$ cat src/rtl/font_pkg.sv
// Shared font ROM arbiter constants, tag entry type and glyph address helper.
package font_pkg;

  localparam int N_REQ   = 3;
  localparam int CHAR_W  = 7;
  localparam int ROW_W   = 4;
  localparam int DATA_W  = 8;
  localparam int ROM_LAT = 1;
  localparam int IDX_W   = 2;
  localparam int ADDR_W  = CHAR_W + ROW_W;

  localparam logic [CHAR_W-1:0] BLANK_CODE = 7'h7F;

  localparam logic [IDX_W-1:0] REQ_PRICE = 2'd0;
  localparam logic [IDX_W-1:0] REQ_NAME  = 2'd1;
  localparam logic [IDX_W-1:0] REQ_TOTAL = 2'd2;

  typedef struct packed {
    logic             vld;
    logic [IDX_W-1:0] idx;
    logic             blank;
  } tag_t;

  function automatic logic [ADDR_W-1:0] glyph_addr(input logic [CHAR_W-1:0] chr,
                                                   input logic [ROW_W-1:0]  row);
    return {chr, row};
  endfunction

endpackage

$ cat src/rtl/rr_arbiter.sv
// Generic N-way round-robin arbiter: combinational one-hot grant from current requests,
// search starts at the pointer; pointer moves past the winner, clr_i forces it to 0.
module rr_arbiter #(
  parameter int N     = 3,
  parameter int IDX_W = 2
) (
  input  logic             clk_i,
  input  logic             rst_i,
  input  logic             clr_i,
  input  logic [N-1:0]     req_i,
  output logic [N-1:0]     gnt_o,
  output logic [IDX_W-1:0] gnt_idx_o,
  output logic             gnt_vld_o
);

  logic [IDX_W-1:0] ptr_q, ptr_d;
  logic [IDX_W:0]   cand;

  always_comb begin
    gnt_o     = '0;
    gnt_idx_o = '0;
    gnt_vld_o = 1'b0;
    cand      = '0;
    for (int k = 0; k < N; k++) begin
      cand = {1'b0, ptr_q} + (IDX_W+1)'(k);
      if (cand >= (IDX_W+1)'(N)) cand = cand - (IDX_W+1)'(N);
      if (!gnt_vld_o && req_i[cand[IDX_W-1:0]]) begin
        gnt_vld_o = 1'b1;
        gnt_idx_o = cand[IDX_W-1:0];
      end
    end
    // No grants while reset is held, so nothing is accepted and then dropped.
    if (rst_i) begin
      gnt_vld_o = 1'b0;
      gnt_idx_o = '0;
    end
    if (gnt_vld_o) gnt_o[gnt_idx_o] = 1'b1;
  end

  always_comb begin
    ptr_d = ptr_q;
    if (gnt_vld_o) ptr_d = (gnt_idx_o == IDX_W'(N-1)) ? '0 : gnt_idx_o + IDX_W'(1);
    if (clr_i) ptr_d = '0;
  end

  always_ff @(posedge clk_i or posedge rst_i) begin
    if (rst_i) ptr_q <= '0;
    else       ptr_q <= ptr_d;
  end

endmodule

$ cat src/rtl/font_rom_arbiter.sv
// Shares one synchronous font ROM between the text writers; responses return in grant
// order ROM_LAT+2 cycles after the handshake. Blank chars bypass the ROM but keep their slot.
module font_rom_arbiter
  import font_pkg::*;
(
  input  logic                    CLK,
  input  logic                    RST,
  input  logic                    frame_sync,
  input  logic [N_REQ-1:0]        req_valid,
  input  logic [N_REQ*CHAR_W-1:0] req_char,
  input  logic [N_REQ*ROW_W-1:0]  req_row,
  output logic [N_REQ-1:0]        req_ready,
  output logic [N_REQ-1:0]        rsp_valid,
  output logic [DATA_W-1:0]       rsp_data,
  output logic                    rom_en,
  output logic [ADDR_W-1:0]       rom_addr,
  input  logic [DATA_W-1:0]       rom_data
);

  logic [N_REQ-1:0]  gnt;
  logic [IDX_W-1:0]  gnt_idx;
  logic              gnt_vld;
  logic [CHAR_W-1:0] sel_char;
  logic [ROW_W-1:0]  sel_row;
  logic              sel_blank;

  logic              rom_en_q, rom_en_d;
  logic [ADDR_W-1:0] rom_addr_q, rom_addr_d;
  tag_t              tag_q [ROM_LAT+1];
  tag_t              tag_d [ROM_LAT+1];
  logic [N_REQ-1:0]  rsp_valid_q, rsp_valid_d;
  logic [DATA_W-1:0] rsp_data_q, rsp_data_d;

  rr_arbiter #(
    .N     (N_REQ),
    .IDX_W (IDX_W)
  ) u_arb (
    .clk_i     (CLK),
    .rst_i     (RST),
    .clr_i     (frame_sync),
    .req_i     (req_valid),
    .gnt_o     (gnt),
    .gnt_idx_o (gnt_idx),
    .gnt_vld_o (gnt_vld)
  );

  always_comb begin
    sel_char = '0;
    sel_row  = '0;
    for (int i = 0; i < N_REQ; i++) begin
      if (gnt_idx == IDX_W'(i)) begin
        sel_char = req_char[i*CHAR_W +: CHAR_W];
        sel_row  = req_row[i*ROW_W +: ROW_W];
      end
    end
    sel_blank = (sel_char == BLANK_CODE);
  end

  always_comb begin
    rom_en_d   = gnt_vld & ~sel_blank;
    rom_addr_d = rom_en_d ? glyph_addr(sel_char, sel_row) : rom_addr_q;

    tag_d[0] = '{vld: gnt_vld, idx: gnt_idx, blank: sel_blank};
    for (int k = 1; k <= ROM_LAT; k++) tag_d[k] = tag_q[k-1];

    // The last tag stage lines up with the cycle rom_data is valid.
    rsp_valid_d = '0;
    rsp_data_d  = rsp_data_q;
    if (tag_q[ROM_LAT].vld) begin
      rsp_valid_d[tag_q[ROM_LAT].idx] = 1'b1;
      rsp_data_d = tag_q[ROM_LAT].blank ? '0 : rom_data;
    end
  end

  always_ff @(posedge CLK or posedge RST) begin
    if (RST) begin
      rom_en_q    <= 1'b0;
      rom_addr_q  <= '0;
      rsp_valid_q <= '0;
      rsp_data_q  <= '0;
      for (int k = 0; k <= ROM_LAT; k++) tag_q[k] <= '0;
    end else begin
      rom_en_q    <= rom_en_d;
      rom_addr_q  <= rom_addr_d;
      rsp_valid_q <= rsp_valid_d;
      rsp_data_q  <= rsp_data_d;
      for (int k = 0; k <= ROM_LAT; k++) tag_q[k] <= tag_d[k];
    end
  end

  assign req_ready = gnt;
  assign rom_en    = rom_en_q;
  assign rom_addr  = rom_addr_q;
  assign rsp_valid = rsp_valid_q;
  assign rsp_data  = rsp_data_q;

endmodule

$ cat config.mk
export PLATFORM = sky130hd
export DESIGN_NAME = font_rom_arbiter
export DESIGN_NICKNAME = d
export VERILOG_FILES = /design/src/rtl/font_pkg.sv /design/src/rtl/rr_arbiter.sv /design/src/rtl/font_rom_arbiter.sv
export SDC_FILE = /design/constraint.sdc
export NUM_CORES = 1
export LEC_CHECK = 0
export CORE_MARGIN = 2
export CORE_UTILIZATION = 40
export CTS_CLUSTER_SIZE = 14
export DETAILED_ROUTE_END_ITERATION = 10
export PLACE_DENSITY = 0.76
export RECOVER_POWER = 50
export SETUP_SLACK_MARGIN = 0.1
export SYNTH_ARGS = -nofsm -noshare
export SYNTH_HDL_FRONTEND = slang
export SYNTH_SLANG_ARGS = --single-unit
$ cat constraint.sdc
create_clock -name CLK -period 6.7 [get_ports CLK]
set_clock_uncertainty 0.15 [all_clocks]
set_input_delay 1.34 -clock CLK [delete_from_list [all_inputs] [get_ports CLK]]
set_output_delay 1.34 -clock CLK [all_outputs]
set_load 0.05 [all_outputs]
==> impl_results.md, run 1 <==
* Total GRT Usage at 0.1895
* CP endpoint kind: primary output
* Residual DRC at 0
* Max Fclk at between 150 and 200 MHz
* Final Max Tran Viols at 35
* Overall routed net length at 4424 um
* GR peak layer: met2
* ANT nets after route at 0
* Met3 GRT Util at 0.05195
* First-pass GRT wire length at between 7000 and 8000 um
* Max-Slew Margin vs Limit at -0.1685
* R2R depth at 10
* Ports at 73
* Synthesized cell area at ~1800 um^2
* EDFF count, synth at 0
* R2R setup slack at 2.86 ns
* WHS at roughly 0.2 ns
* Max Root-Sink Buffers at 2
* Crit path max fanout at 16
* RePlAce Congestion at 0.9125
* Synth unique cells at 46
* Area grow syn2layout at 48.69%
* Crit path required time at between 5 and 6 ns
* Clk sinks at 33
* Final HPWL DP at between 3000 and 4000 um
* Crit path DAT at 4.26 ns
* IO Port Bufs at 72
* Synth Area in Compound Gates at 0.2236
* DR pass1 iterations at 5
* Initial DRC count at 71
* Die height at ~70 um
* Register share of total power at 0.309
* Outcome: complete, but fails checks
* Setup crit start kind: input port
* Average size of a mapped cell at approximately 9.5 um^2
* TNS Setup at 0 ns
* Synth Warn # at 0
* Seq/Total Area, Yosys at 0.4671
* Vias at 1,655
* Root Buffer: clkbuf_8
* Vias in the first global route at approximately 1,600
* Core Area at 4294 um^2
* RSZ-0062 raised after global routing: false
* Hold Vio Cnt, Final at 0
* Die area at approximately 5000 um^2
* CTS tree: done
* Synth Register Bits at 33
* GR Overflow Total at 0
* N_diodes at 0
* Clock Latency Late Sink at 0.29 ns
* Share of cells above drive strength 1 at 0.08046
* Failing checks: max-capacitance violations, max-slew violations
* Met1 Usage GRT at 0.2588
* Synth Area in XOR/XNOR at 0
* Syn Inst Count at roughly 190
* Area after DPL at between 2000 and 3000 um^2
* CTS Buf Count at 5
* Post-CTS sizing at 0
* Post-layout min period at around 5.7 ns
* # rows at 24
* MaxCap Viol Count at 1
* Mux cell area share after synthesis at 0.03185
* Nets at between 300 and 400
* Met2 usage at 0.2820
* Post-CTS Setup Bufs at 0
* Via-to-Cell Ratio at around 5.3
* Adder-cell share of the synthesized area at 0.01982
* R2r endpoint: rom_addr[9]
* Initial antenna violation count at 0
* Internal Power at between 500 and 600 uW
* Syn nets at 236
* Main flop type after synthesis: dfrtp_1
* Critical path type: in2out
* Slew of the pin with the lowest slew margin at roughly 1.8 ns
* Psw at ~370 uW
* Switching Fraction at 0.4142
* Max H-tree Level at 2
* Final setup vio count at 0
* Hold-fix buffers, CTS at 0
* Final Cell Area at ~2600 um^2
* Largest net degree at the start of global routing at 35
* Clock Power Share at 0.218
* WHS Path Cells at 0
* WL/cell at 14.13 um
* Initial core utilization at 0.4117
* Period utilization at 0.8579
* Logic pwr share at 0.473
* Pwr dens at roughly 340 nW/um^2
* Min-delay src: tag_d[1]
* Worst-path clk slew at 0.06 ns
* Post-Synth Simple-Gate Area at 0.1748
* Hold Path Sink: tag_q[1]
* Die width at between 70 and 80 um
* Maximum VDD drop at 0.1660 mV
* FFs w/ async S/R, synth at 1.000
* Leakage at between 0.001 and 0.0015 uW
* Hold crit path type: reg2reg
* Largest family of logic cells by synthesized area: compound AO/OA/AOI/OAI gates
* Reg2reg start: u_arb.ptr_q[0]
cells in the mapped netlist (all sizes together) (3+ instances only):
cell,count,area share
inv,27,0.057
buf,5,0.021
a211oi,5,0.021
dfrtp,33,0.47
nor2b,4,0.014
a21oi,7,0.020
a21o,3,0.013
nand3,3,0.0085
o21ai,15,0.042
nand2,14,0.031
nor2,12,0.025
nor3,6,0.017
a31oi,6,0.021
mux2,5,0.032
nand3b,6,0.025
sequential cells by signal (all words and copies together) (netlist names):
| register | flops |
|---|---|
| rom_addr | 11 |
| rom_en | 1 |
| rsp_data | 8 |
| rsp_valid | 3 |
| tag_d | 4 |
| tag_q | 4 |
| u_arb.ptr_q | 2 |
routing by layer:
layer  wire length (um)  vias up  part of all wire
li1                   -      803                 -
met4                 70        0             0.016
met3                414        8             0.094
met1               2001      757              0.45
met2               1937       87              0.44
met5                  0        -                 0
cells in the final DEF, fill, tap and decap left out, drive strengths merged, types with 2 or more instances in the layout:
master and instances:
o22ai 2, ha 2, o21ai 15, nor2b 4
and3b 2, inv 27, nand3b 6, nor3 6
o211ai 2, clkbuf 8, a22oi 2, a21oi 7
mux2 5, dfrtp 33, a311oi 2, a22o 2
nand2 14, nor4 2, a31oi 6, nor2 12
clkdlybuf4s50 63, nand3 3, a211oi 5, and3 2
a21o 3, dlygate4sd3 9
kinds of logic (layout without fill, tap and decap cells):
kind of cell / after synthesis / count (layout)
compound gates: 54 / 54
fa+ha+maj: 3 / 3
buf+inv: 34 / 108
flops: 33 / 33
mux: 5 / 5
simple gates: 58 / 58
worst max path at each step:
stage,start,end,slack (ns)
after floorplan,RST,req_ready[0],1.88
after global placement,req_valid[1],req_ready[0],1.06
after detailed placement,req_valid[1],req_ready[0],0.98
after CTS,req_valid[1],req_ready[0],0.97
after global routing,req_valid[1],req_ready[0],0.76
final,req_valid[1],req_ready[0],0.95
critical path: stages:
cell and delay [ns]:
clkdlybuf4s50_1 0.53, or2_4 0.17, o22ai_1 0.09, a32oi_1 0.36, a21o_1 0.48, inv_2 0.14
nor3_1 0.28, clkdlybuf4s50_1 0.85
per-stage QoR:
step                      std cells  power, uW  setup WS, ns  utilization
after floorplan                 187      556.5         1.884            -
after global placement          305      693.9         1.062       0.5860
after detailed placement        305      699.3        0.9786       0.5860
after CTS                       313      897.2        0.9702       0.6131
after global routing            313      934.1        0.7567       0.6122
final                           313      888.4        0.9522       0.6122
area by class of cell:
class / count / area [um^2]
clock buffer: 7 / 86.33
clock inverter: 1 / 30.03
fill: 372 / 1665
inverter: 27 / 101.3
multi-input combinational: 120 / 795.8
sequential: 33 / 825.8
tap: 52 / 65.06
timing repair buffer: 73 / 724.4
power groups by stage:
stage,sequential [uW],clock (uW),combinational (uW)
after CTS,276,199,423
after floorplan,413,0,143
after global placement,277,0,417
final,275,194,420
after global routing,281,208,445
after detailed placement,279,0,420
Power figures use the tool's default switching activity.
==> run 2, diff against run 1 <==
- SLEW_MARGIN: unset -> 20
==> results of run 2 <==
The final DEF is identical to that of run 1; final timing and power are the same.
